$ cat src/rtl/fwd_pkg.sv
// rtl/fwd_pkg.sv - shared types and helpers for the forwarding/hazard controller
package fwd_pkg;

  localparam int FWD_REG_ADDR_W = 5;

  typedef enum logic [1:0] {
    FWD_REG = 2'b00,
    FWD_MEM = 2'b01,
    FWD_WB  = 2'b10
  } fwd_sel_e;

  typedef struct packed {
    logic                      valid;
    logic [FWD_REG_ADDR_W-1:0] rs1;
    logic [FWD_REG_ADDR_W-1:0] rs2;
    logic [FWD_REG_ADDR_W-1:0] rd;
    logic                      wren;
    logic                      load;
  } ex_stage_t;

  typedef struct packed {
    logic                      valid;
    logic [FWD_REG_ADDR_W-1:0] rd;
    logic                      wren;
    logic                      load;
  } mem_stage_t;

  typedef struct packed {
    logic                      valid;
    logic [FWD_REG_ADDR_W-1:0] rd;
    logic                      wren;
  } wb_stage_t;

  // A stage produces a usable result only if it is live, writes, and targets a non-x0 register
  function automatic logic is_writer(input logic valid, input logic wren,
                                     input logic [FWD_REG_ADDR_W-1:0] rd);
    return valid && wren && (rd != '0);
  endfunction

endpackage

$ cat src/rtl/fwd_match.sv
// rtl/fwd_match.sv - picks the forwarding source for one EX operand
module fwd_match
  import fwd_pkg::*;
(
  input  logic [FWD_REG_ADDR_W-1:0] i_src,
  input  mem_stage_t                i_mem,
  input  wb_stage_t                 i_wb,
  output fwd_sel_e                  o_sel
);

  // Youngest writer wins; a load in MEM has no data yet so it defers to the WB check
  always_comb begin
    o_sel = FWD_REG;
    if (is_writer(i_mem.valid, i_mem.wren, i_mem.rd) && !i_mem.load && (i_mem.rd == i_src)) begin
      o_sel = FWD_MEM;
    end else if (is_writer(i_wb.valid, i_wb.wren, i_wb.rd) && (i_wb.rd == i_src)) begin
      o_sel = FWD_WB;
    end
  end

endmodule

$ cat src/rtl/fwd_ctrl.sv
// rtl/fwd_ctrl.sv - forwarding select and load-use stall control for the 5-stage core
module fwd_ctrl
  import fwd_pkg::*;
#(
  parameter int REG_ADDR_W = FWD_REG_ADDR_W,
  parameter int SEL_W      = 2
) (
  input  logic                  i_clk,
  input  logic                  i_rst_n,
  input  logic                  i_id_valid,
  input  logic [REG_ADDR_W-1:0] i_id_rs1,
  input  logic [REG_ADDR_W-1:0] i_id_rs2,
  input  logic [REG_ADDR_W-1:0] i_id_rd,
  input  logic                  i_id_rd_wren,
  input  logic                  i_id_is_load,
  input  logic                  i_stall,
  input  logic                  i_flush,
  output logic [SEL_W-1:0]      o_fwd_a_sel,
  output logic [SEL_W-1:0]      o_fwd_b_sel,
  output logic                  o_load_use_stall
);

  ex_stage_t  ex_q,  ex_d;
  mem_stage_t mem_q, mem_d;
  wb_stage_t  wb_q,  wb_d;

  fwd_sel_e sel_a;
  fwd_sel_e sel_b;
  logic     load_use;

  fwd_match u_match_a (
    .i_src (ex_q.rs1),
    .i_mem (mem_q),
    .i_wb  (wb_q),
    .o_sel (sel_a)
  );

  fwd_match u_match_b (
    .i_src (ex_q.rs2),
    .i_mem (mem_q),
    .i_wb  (wb_q),
    .o_sel (sel_b)
  );

  // A bubble in EX has no operands to forward, so it always reads the register file
  assign o_fwd_a_sel = SEL_W'(ex_q.valid ? sel_a : FWD_REG);
  assign o_fwd_b_sel = SEL_W'(ex_q.valid ? sel_b : FWD_REG);

  // Rs2 is compared even for instructions that ignore it; the occasional extra bubble is cheap
  assign load_use = i_id_valid && ex_q.load && is_writer(ex_q.valid, ex_q.wren, ex_q.rd) &&
                    ((ex_q.rd == i_id_rs1) || (ex_q.rd == i_id_rs2));
  assign o_load_use_stall = load_use;

  // Shadow pipeline advance: freeze beats flush, flush beats load-use bubble
  always_comb begin
    ex_d  = ex_q;
    mem_d = mem_q;
    wb_d  = wb_q;
    if (!i_stall) begin
      wb_d.valid  = mem_q.valid;
      wb_d.rd     = mem_q.rd;
      wb_d.wren   = mem_q.wren;
      mem_d.valid = ex_q.valid;
      mem_d.rd    = ex_q.rd;
      mem_d.wren  = ex_q.wren;
      mem_d.load  = ex_q.load;
      if (i_flush || load_use) begin
        ex_d = '0;
      end else begin
        ex_d.valid = i_id_valid;
        ex_d.rs1   = i_id_rs1;
        ex_d.rs2   = i_id_rs2;
        ex_d.rd    = i_id_rd;
        ex_d.wren  = i_id_rd_wren;
        ex_d.load  = i_id_is_load;
      end
    end
  end

  // Stage registers; reset drops every in-flight entry at once
  always_ff @(posedge i_clk or negedge i_rst_n) begin
    if (!i_rst_n) begin
      ex_q  <= '0;
      mem_q <= '0;
      wb_q  <= '0;
    end else begin
      ex_q  <= ex_d;
      mem_q <= mem_d;
      wb_q  <= wb_d;
    end
  end

endmodule

$ cat config.mk
export PLATFORM = sky130hd
export DESIGN_NAME = fwd_ctrl
export DESIGN_NICKNAME = d
export VERILOG_FILES = /design/src/rtl/fwd_pkg.sv /design/src/rtl/fwd_match.sv /design/src/rtl/fwd_ctrl.sv
export SDC_FILE = /design/constraint.sdc
export NUM_CORES = 1
export LEC_CHECK = 0
export CORE_MARGIN = 2
export CORE_UTILIZATION = 58
export DETAILED_ROUTE_END_ITERATION = 6
export PLACE_DENSITY = 0.84
export SLEW_MARGIN = 30
export SYNTH_ARGS = -nofsm -noshare
export SYNTH_HDL_FRONTEND = slang
export SYNTH_SLANG_ARGS = --single-unit
$ cat constraint.sdc
create_clock -name i_clk -period 3.29 [get_ports i_clk]
set_input_delay 0.658 -clock i_clk [delete_from_list [all_inputs] [get_ports i_clk]]
set_output_delay 0.658 -clock i_clk [all_outputs]
set_load 0.03 [all_outputs]
==> reports/results.tsv <==
stage	metric	value	unit
run_status	status	finished clean	
sta	total negative slack	0	ns
placement	PortBufs	26	
yosys	Mapped Cells	177	
floorplanning	Starting Density	62.2	%
critical_path	Critical Path AT	2.40	ns
sta	period utilisation layout	93.0	%
global_routing	gr busiest metal	met2	
cells_and_area	P&R area growth vs syn	18.8	%
clocking	clk sinks	33	
sta	Max Freq	0.327	GHz
critical_path	flop2flop setup slack	1.43	ns
critical_path	Buf/Inv on CP	1	
clocking	Post-CTS Hold Buffers	0	
critical_path	crit start category	register	
global_routing	GR Util met3	6.30	%
routing	DR vias	1524	
pwr	pwr dens	473	nW/um2
yosys	top cell type's share of synthesized area	42.8	%
clocking	Worst-path clk slew	0.10	ns
clocking	worst skew pair latency	0.34	ns
clocking	Root Driver	clkbuf_4	
global_routing	first-pass GRT wire length	7.06	mm
global_routing	largest net degree at the start of global routing	34	
yosys	syn avg cell area	10.9	um2
sta	final hold vios	0	
cells_and_area	share of cells above drive strength 1	22.4	%
critical_path	critical path class	reg -> out	
yosys	Post-synth EDFFs	0	
global_routing	gr usage total	26.2	%
yosys	syn_nets	199	
cells_and_area	n_diodes	0	
critical_path	CP endpoint kind	output port	
routing	DR pass1 iterations	4	
global_routing	total congestion overflow	0	
routing	DRT iter0 DRCs	107	
routing	# DRC	0	
sta	Slew Limit Fails	0	
sta	Worst Tran Pin Value	0.787	ns
critical_path	worst-path maximum fanout	5	
pwr	Leak	0.901	nW
routing	DR WL/cell	17.1	um
sta	Layout Skew	0.0134	ns
placement	dpl hpwl	3.06	mm
clocking	depth of the CTS H-tree	2	
yosys	library cells used by synthesis	32	
yosys	top cells by area, synth	dfrtp_1 43%, mux2_2 8.8%, xnor2_1 8.2%, xor2_1 5.4%, a32oi_1 4.1%	
floorplanning	Die H	61.7	um
critical_path	delay-heaviest family, CP	simple AND/OR/NAND/NOR gates	
global_routing	M1 GR Usage	36.1	%
clocking	total CTS buffers	5	
critical_path	slowest library cell on the worst path	clkdlybuf4s50_1	
yosys	#FFs+latches synth	33	
critical_path	CP required	2.63	ns
global_routing	number of global-route vias before repair	1437	
pwr	Max IR drop VDD	0.282	mV
yosys	Async SR Flop Fraction	100	%
cells_and_area	Util after Layout	73.9	%
routing	DRT Wirelength	4.25	mm
critical_path	crit path cell chain	or4_1, o2111ai_2, nor4_1, and2_1, clkdlybuf4s50_1	
yosys	Seq/Total Area, Yosys	42.8	%
clocking	CTS Buffer Depth	2	
global_routing	antenna violations before repair	0	
clocking	CTS tree	yes	
placement	GP Congestion	0.892	
routing	Final ANT Viol Nets	0	
cells_and_area	fillers	250	
cells_and_area	Nets	226	
sta	max_slew headroom	47.4	%
floorplanning	# IOs	27	
yosys	Post-Syn Area	1930	um2
yosys	Main synth FF type	dfrtp_1	
routing	post-DR vias/cell	6.12	
yosys	area leader, netlist	dfrtp_1	
floorplanning	DIE AREA	3800	um2
job	# Max-Cap Violations	0	
yosys	total number of yosys warnings	0	
floorplanning	FP Rows	20	
critical_path	crit-path max cell delay	0.59	ns
sta	post-layout min period	3.06	ns
sta	unrepaired setup endpoints after global routing	no	
sta	Final setup viols	0	
hold_path	worst min path class	reg -> reg	
global_routing	met2 Use GR	40.6	%
floorplanning	die width	61.7	um
floorplanning	Core Area	3100	um2
## synth_stat cells (4+ instances only)
cell type / count
a22oi_1: 8
nor3b_1: 8
dfrtp_1: 33
nand2_1: 12
or3b_2: 8
nand3_1: 5
mux2_2: 15
a32oi_1: 9
clkbuf_1: 4
o21ai_0: 15
xor2_1: 12
xnor2_1: 18
## cell families after synthesis
logic type      synth area share, %
simple gates                   15.6
compound gates                 16.0
buf+inv                        3.24
flops                          42.8
mux                            8.75
xor+xnor                       13.6
## routing by layer
| metal | routed length (um) | vias to the layer above |
|---|---|---|
| met4 | 57 | 0 |
| met3 | 170 | 4 |
| met5 | 0 | - |
| met1 | 1940 | 760 |
| met2 | 2090 | 46 |
| li1 | - | 714 |
## power breakdown
group	total [mW]	internal [mW]	switching, mW
Combinational	0.261	0.147	0.114
Sequential	0.557	0.469	0.0881
Clock	0.266	0.124	0.143
## sequential cells by signal, summed over array words and instances, names as in the netlist
signal / cells
mem_q: 8
ex_q: 18
wb_q: 7
## cells in the final DEF, fill, tap and decap left out, types with 5 or more instances in the layout
master	instances
xor2_1	12
or3b_2	8
nor3b_1	8
clkbuf_4	5
a32oi_1	9
mux2_2	15
dfrtp_1	33
xnor2_1	18
nand2_1	12
nand3_1	5
clkdlybuf4s50_1	23
buf_4	6
a22oi_1	8
o21ai_0	15
## stage by stage
stage          area [um2]  setup slack, ns  hold WS (ns)  power, mW  std cells
6_report             2290            0.231         0.528       1.08        249
5_1_grt              2290            0.132         0.556       1.15        249
4_1_cts              2290           0.0589         0.531       1.09        249
3_5_place_dp         2220            0.382         0.510      0.827        241
3_3_place_gp         2220            0.398         0.499      0.814        241
2_1_floorplan        1930            0.714         0.362      0.727        177
## cell type report
class                   instances  area [um2]  area share (%)
clock buffers                   7        65.1            2.84
well taps                      44        55.1            2.40
multi-input cells             132        1040            45.4
flip-flops and latches         33         826            36.0
clock inverters                 1        5.00           0.218
inverters                       1        3.75           0.164
repair buffers                 31         297            12.9
## worst paths after layout
path                           from             end  cells past startpoint
max                        mem_q[2]  o_fwd_b_sel[0]                      5
min                         wb_q[0]         wb_q[0]                      1
max reg2reg                 ex_q[5]        ex_q[15]                      4
min reg2reg                 wb_q[0]         wb_q[0]                      1
max in group asynchronous   i_rst_n         ex_q[3]                      2
min in group asynchronous   i_rst_n         wb_q[3]                      2
## repair_timing
item	4_1_cts	5_1_grt
endpoints found under the hold margin	0	0
gates resized for setup	1	1
endpoints found under the setup margin	1	1
buffers inserted	0	0
Power figures use the tool's default switching activity.
